==> src/rtl/rr_bus_arbiter.sv <==
// Round-robin bus arbiter with lock/done-driven tenures and a per-tenure beat limit.
// Release and the next winner are resolved in the same cycle, so handover has no idle gap.
module rr_bus_arbiter #(
    parameter int N        = 4,
    parameter int MAX_HOLD = 8,
    localparam int IDW     = (N > 1) ? $clog2(N) : 1,
    localparam int CW      = $clog2(MAX_HOLD + 1)
) (
    input  logic           clk,
    input  logic           reset,
    input  logic [N-1:0]   req,
    input  logic [N-1:0]   lock,
    input  logic           done,
    output logic [N-1:0]   grant,
    output logic [IDW-1:0] grant_id,
    output logic           grant_valid
);

    typedef enum logic {IDLE, GRANTED} state_t;

    localparam logic [CW-1:0]  HOLD_LAST = CW'(MAX_HOLD - 1);
    localparam logic [N-1:0]   ONE_HOT0  = N'(1);
    localparam logic [IDW:0]   N_EXT     = (IDW + 1)'(N);

    state_t         state_reg;
    logic [IDW-1:0] ptr_reg;
    logic [CW-1:0]  hcnt_reg;
    logic           started_reg;

    logic [IDW-1:0] holder_next;
    logic [IDW-1:0] search_start;
    logic           release_now;
    logic           found;
    logic [IDW-1:0] win;
    logic [IDW-1:0] cand_idx [N];
    logic [N-1:0]   cand_req;

    // The current holder is grant_id itself; its successor becomes the new pointer on release.
    generate
        if (N == (1 << IDW)) begin : g_wrap_pow2
            assign holder_next = grant_id + IDW'(1);
        end else begin : g_wrap_cmp
            assign holder_next = (grant_id == IDW'(N - 1)) ? '0 : grant_id + IDW'(1);
        end
    endgenerate

    always_comb begin
        release_now = 1'b0;
        if (state_reg == GRANTED) begin
            if (!req[grant_id])
                release_now = 1'b1;
            else if (done && (!lock[grant_id] || hcnt_reg == HOLD_LAST))
                release_now = 1'b1;
        end
    end

    assign search_start = (state_reg == GRANTED) ? holder_next : ptr_reg;

    // Candidate gi is the requester gi places after the search start, modulo N.
    genvar gi;
    generate
        for (gi = 0; gi < N; gi++) begin : g_cand
            logic [IDW:0] sum;
            assign sum          = {1'b0, search_start} + (IDW + 1)'(gi);
            assign cand_idx[gi] = (sum >= N_EXT) ? IDW'(sum - N_EXT) : IDW'(sum);
            assign cand_req[gi] = req[cand_idx[gi]];
        end
    endgenerate

    always_comb begin
        found = 1'b0;
        win   = '0;
        for (int k = N - 1; k >= 0; k--) begin
            if (cand_req[k]) begin
                found = 1'b1;
                win   = cand_idx[k];
            end
        end
    end

    // started_reg spends the first edge after reset so the earliest grant lands on the second.
    always_ff @(posedge clk or posedge reset) begin
        if (reset) begin
            state_reg   <= IDLE;
            ptr_reg     <= '0;
            hcnt_reg    <= '0;
            started_reg <= 1'b0;
            grant       <= '0;
            grant_id    <= '0;
            grant_valid <= 1'b0;
        end else begin
            started_reg <= 1'b1;
            case (state_reg)
                IDLE: begin
                    if (started_reg && found) begin
                        state_reg   <= GRANTED;
                        grant       <= ONE_HOT0 << win;
                        grant_id    <= win;
                        grant_valid <= 1'b1;
                        hcnt_reg    <= '0;
                    end
                end
                GRANTED: begin
                    if (release_now) begin
                        ptr_reg  <= holder_next;
                        hcnt_reg <= '0;
                        if (found) begin
                            grant       <= ONE_HOT0 << win;
                            grant_id    <= win;
                            grant_valid <= 1'b1;
                        end else begin
                            state_reg   <= IDLE;
                            grant       <= '0;
                            grant_id    <= '0;
                            grant_valid <= 1'b0;
                        end
                    end else if (done) begin
                        hcnt_reg <= hcnt_reg + CW'(1);
                    end
                end
                default: state_reg <= IDLE;
            endcase
        end
    end

endmodule

==> config.mk <==
export PLATFORM = sky130hd
export DESIGN_NAME = rr_bus_arbiter
export DESIGN_NICKNAME = d
export VERILOG_FILES = /design/src/rtl/rr_bus_arbiter.sv
export SDC_FILE = /design/constraint.sdc
export NUM_CORES = 1
export LEC_CHECK = 0
export BUFFER_PORTS_ARGS = -buffer_cell sky130_fd_sc_hd__buf_2
export CORE_UTILIZATION = 50
export CTS_BUF_LIST = sky130_fd_sc_hd__clkbuf_16
export DETAILED_ROUTE_END_ITERATION = 10
export GPL_TIMING_DRIVEN = 0
export PLACE_DENSITY = 0.85
export SLEW_MARGIN = 40
export SYNTH_ARGS = -nofsm -noshare
export SYNTH_HDL_FRONTEND = slang
export SYNTH_SLANG_ARGS = --single-unit
==> constraint.sdc <==
create_clock -name clk -period 2.25 [get_ports clk]
set_clock_uncertainty 0.15 [all_clocks]
set_input_delay 0.675 -clock clk [delete_from_list [all_inputs] [get_ports clk]]
set_output_delay 0.675 -clock clk [all_outputs]
set_load 0.01 [all_outputs]
=== Word-level counts from Yosys, hierarchy flattened ===
Cells that the tools add are included.

* $add $sub $neg: 9
* $lt $le $gt $ge: 9
* Equal/unequal tests: 4
* Shifts and indexed selects: 1
* Multiplexer cells: 47
* Bitwise gates (word level): 1
* Reduce and logical (&&, ||, !) cells: 7

{| class="wikitable"
|+ Operators with widths
! kind !! count
|-
| 2-bit two-way mux || 12
|-
| 4-bit two-way mux || 6
|-
| 1-bit two-way mux || 18
|-
| 4-bit case mux with 2 select lines || 2
|-
| 2-bit by 3-bit less-than comparator with 1-bit output, second input constant || 5
|-
| 1-bit binary-select mux with 2-bit select || 6
|-
| 3-bit greater-or-equal comparator, second input constant || 3
|-
| 2-bit by 1-bit subtractor with 2-bit output, second input constant || 4
|-
| 2-bit by 2-bit adder with 3-bit output, second input constant || 2
|-
| 2-bit AND reduction || 3
|-
| 4-bit by 1-bit adder with 4-bit output, second input constant || 1
|-
| 4-bit by 3-bit == test with 1-bit output, second input constant || 1
|-
| 1-bit case mux with 2 select lines || 2
|-
| 2-bit case mux with 2 select lines || 1
|-
| 1-bit by 2-bit << shifter with 4-bit output, first input constant || 1
|-
| 2-bit by 1-bit adder with 3-bit output, second input constant || 1
|-
| 2-bit by 3-bit greater-or-equal comparator with 1-bit output, second input constant || 1
|-
| 3-bit by 2-bit inequality test with 1-bit output, second input constant || 1
|-
| 2-bit by 1-bit adder with 2-bit output, second input constant || 1
|-
| 1-bit logical AND || 2
|-
| 2-bit by 1-bit inequality test with 1-bit output, second input constant || 1
|-
| 2-bit inequality test, second input constant || 1
|-
| 1-bit zero test || 1
|-
| 1-bit logical OR || 1
|-
| 1-bit NOT || 1
|}

* Flip-flop bits (word level): 15
* Input port bits: 11
* Output and inout port bits: 7

=== Depth between registers and ports, before layout ===
* Depth in word-level cells: 15
* Gate-level depth with buffers: 6
* Depth with buffers taken out: 6

=== Worst setup path after synthesis ===
OpenSTA, ideal clock, no wires.

* Path type: input to register
* Start point: input port req[0]
* End point: register grant_id[1]
* Library setup time: 0.067 ns
* Data arrival time: 1.785 ns
* Setup slack: 0.248 ns
* Stages on the path: 4
* Buffers on the path: 0
* Cell sequence: or4_1 > a21o_1 > o21ai_1 > a22o_1

* Cells in the longest elaborated chain, start to end: 9

{| class="wikitable"
|+ RTL lines
! element !! line !! text
|-
| from (decl) || 11 || <nowiki>input logic [N-1:0] req,</nowiki>
|-
| 1-bit binary-select mux with 2-bit select || 66 || <nowiki>assign cand_req[gi] = req[cand_idx[gi]];</nowiki>
|-
| 1-bit two-way mux (implied by the code) || 66 ||
|-
| 2-bit two-way mux or 1-bit two-way mux (tied branches) (4 in series) || 74 || <nowiki>if (cand_req[k]) begin</nowiki>
|-
| 2-bit two-way mux or 1-bit logical AND (tied branches) || 107, 95 ||
|-
| 2-bit two-way mux or 2-bit inequality test (tied branches) || n/a ||
|-
| 2-bit case mux with 2 select lines or 2-bit AND reduction (tied branches) || n/a ||
|-
| to (signal assigned) || 98 || <nowiki>grant_id <= win;</nowiki>
|-
| to (signal assigned) || 109 || <nowiki>grant_id <= win;</nowiki>
|-
| to (decl) || 15 || <nowiki>output logic [IDW-1:0] grant_id,</nowiki>
|}

Several ways; a longest one is shown, not always the timed one. The select of a mux whose other input is x is not followed.
A chain may end at the register's enable or synchronous reset.

=== Worst setup path in the final report ===
Same ends and word-level chain as after synthesis.

==> results.py <==
metrics = {
    "sta": {
        "clock.fmax_mhz": 494,
        "slew_headroom_pct": 58.4,
        "final_hold_viol_count": 0,
        "finalCritPeriodShare_pct": 90.0,
        "fin_tns_setup_ps": 0,
        "rsz0062_at_grt": "no",
        "post-route-min-period_ps": 2020,
        "maxSlewViolCount": 0,
        "setup_viol": 0,
        "worst_pin_slew_ps": 620,
    },
    "placement": {
        "dp_cells": 141,
        "port_buffers": 17,
        "placed_area_um2": 1060,
        "gp_congestion": 0.888,
        "detailed_place_hpwl_um": 1450,
    },
    "critical_path": {
        "crit_type": "in2reg",
        "cp_max_fo": 7,
        "rrSetupSlack_ps": 270,
        "cp-end-kind": "register",
        "critPathRequiredTime_ps": 2280,
        "startpoint_type": "input port",
        "critPathArrivalTime_ps": 2060,
    },
    "die": {
        "start_util_pct": 54.0,
        "chipHeight_um": 45.4,
        "fp.coreArea_um2": 1750,
        "die_area_um2": 2060,
        "rows": 15,
        "ios": 18,
        "die_w_um": 45.4,
    },
    "final_layout": {
        "fin_util_pct": 65.2,
        "diodes": 0,
        "stdcell_count": 145,
        "layout-drive-gt1-share_pct": 27.5,
        "finalInstanceArea_um2": 1140,
        "area_growth_pct": 20.8,
        "fillCellCount": 152,
        "num-nets-final": 133,
        "seq_area_um2": 375,
        "multi_input_area_um2": 517,
    },
    "clock_network": {
        "cts_sinks": 15,
        "post-cts-setup-buffer-count": 0,
        "post_cts_resized": 0,
        "numCtsBuffers": 3,
        "hold_buffers": 0,
        "cts_tree": "done",
        "worstSkewPairLatency_ps": 250,
        "cts_max_level": 1,
        "clkTransAtPathRegs_ps": 50,
        "cts_max_path_buffers": 2,
        "cts_root_buf": "clkbuf_16",
    },
    "synth": {
        "synthesis.nets": 111,
        "synth-seq-cells": 15,
        "synth_area_um2": 942,
        "seq_area_frac_synth_pct": 39.8,
        "syn_area_per_cell_um2": 9.52,
        "yosysUniqueCellTypes": 36,
        "yosysWarnings": 0,
        "synthCells": 99,
    },
    "global_routing": {
        "grt_usage_pct": 22.2,
        "antenna_found_initial": 0,
        "grt_start_max_net_pins": 16,
        "grt_pass1_wl_um": 3190,
        "overflow": 0,
        "grt_pass1_vias": 736,
    },
    "power_and_ir_drop": {
        "p_leak_nw": 0.523,
        "total_power_mw": 1.42,
        "power_density_nw_per_um2": 1250,
        "vdd_drop_max_mv": 0.741,
    },
    "route": {
        "routedWlPerCell_um": 13.2,
        "drc": 0,
        "vias": 805,
        "first_pass_iters": 4,
        "drt-total-wl_um": 1910,
        "viasPerCell": 5.55,
        "drtIter0Drc": 20,
        "antenna_left": 0,
    },
    "run": {
        "maxCapViolCount": 0,
    },
    "status": {
        "outcome": "finished clean",
    },
    "worst_hold_path": {
        "hp-class": "reg2reg",
    },
}
==> worst max-delay path, cell delays in order <==
cell     delay, ps
buf_2          130
or4_1          550
a21o_1         200
o21ai_1        270
a22o_1         230
==> synth_stat cells <==
cell type,number,area share [%]
o221ai_1,1,0.93
nor4_1,1,0.66
nand3_1,2,1.1
a2111oi_0,1,0.93
o21a_1,1,0.80
o21ai_1,2,1.1
a21oi_1,3,1.6
mux2_2,2,2.4
a32o_1,2,2.1
o32ai_1,1,0.93
nor2b_1,4,2.7
conb_1,1,0.40
or3_4,1,1.2
or3b_2,1,0.93
ha_1,1,1.3
o311ai_2,1,1.7
nand4b_1,1,0.93
xnor2_4,1,2.9
or4_1,2,1.6
buf_2,1,0.53
dfrtp_1,15,40
or2_2,1,0.66
o21ai_0,10,5.3
o311a_1,1,1.1
nand2b_1,2,1.3
a21o_1,3,2.4
inv_1,6,2.4
buf_6,2,2.4
and4b_4,1,1.5
o31ai_1,1,0.80
a211oi_1,1,0.80
nor2_1,4,1.6
mux4_2,1,2.4
nand2_1,17,6.8
a22o_1,1,0.93
mux2i_1,3,3.2
==> report_power, final <==
part           internal, mW  switching (mW)
combinational         0.302           0.350
sequential            0.357          0.0632
clock                 0.238           0.111
total                 0.896           0.524
==> placed cells by master, fill, tap and decap left out, drive strengths merged, types with 2 or more instances in the layout <==
cell,n
buf,20
nand2,17
dfrtp,15
o21ai,12
inv,6
nor2,4
nor2b,4
mux2i,3
a21oi,3
a21o,3
clkbuf,3
mux2,2
nand2b,2
or4,2
a32o,2
nand3,2
==> cells by family (layout without fill, tap and decap cells) <==
logic type / Yosys count / count (layout) / share of synthesized area, %
flip-flops: 15 / 15 / 39.8
AO/OA/AOI/OAI: 29 / 29 / 21.4
AND/OR/NAND/NOR: 37 / 37 / 20.8
multiplexers: 6 / 6 / 7.97
adder cells (fa/ha/maj): 1 / 1 / 1.33
other: 1 / 1 / 0.398
XOR/XNOR: 1 / 1 / 2.92
buffers and inverters: 9 / 30 / 5.31
==> cell type report <==
type / instances / share of cell area, %
Multi-Input combinational cell: 75 / 45.4
Sequential cell: 15 / 33.0
Timing Repair Buffer: 17 / 7.47
Clock buffer: 3 / 6.59
Tap cell: 25 / 2.75
Buffer: 3 / 2.42
Inverter: 6 / 1.98
Clock inverter: 1 / 0.440
==> final timing paths <==
check,startpoint,end,depth (start not counted)
worst max-delay path,req[0],grant_id[1],5
worst max register to register,grant_id[0],grant_id[1],5
worst min-delay path,grant[0],grant[0],2
worst min register to register,grant[0],grant[0],2
max in group asynchronous,reset,ptr_reg[1],2
min in group asynchronous,reset,hcnt_reg[0],2
==> stage by stage <==
step	setup slack [ps]	hold slack [ps]
2_1_floorplan	248	326
3_3_place_gp	9.66	312
3_5_place_dp	-5.99	311
4_1_cts	250	322
5_1_grt	97.7	363
6_report	225	318
==> routing by layer <==
layer / GRT usage, % / wire [µm]
met1: 29.1 / 898
met2: 35.4 / 925
met3: 4.76 / 61
met4: 9.09 / 25
met5: 0 / 0
Note: power is estimated with default switching activity, not from simulation.
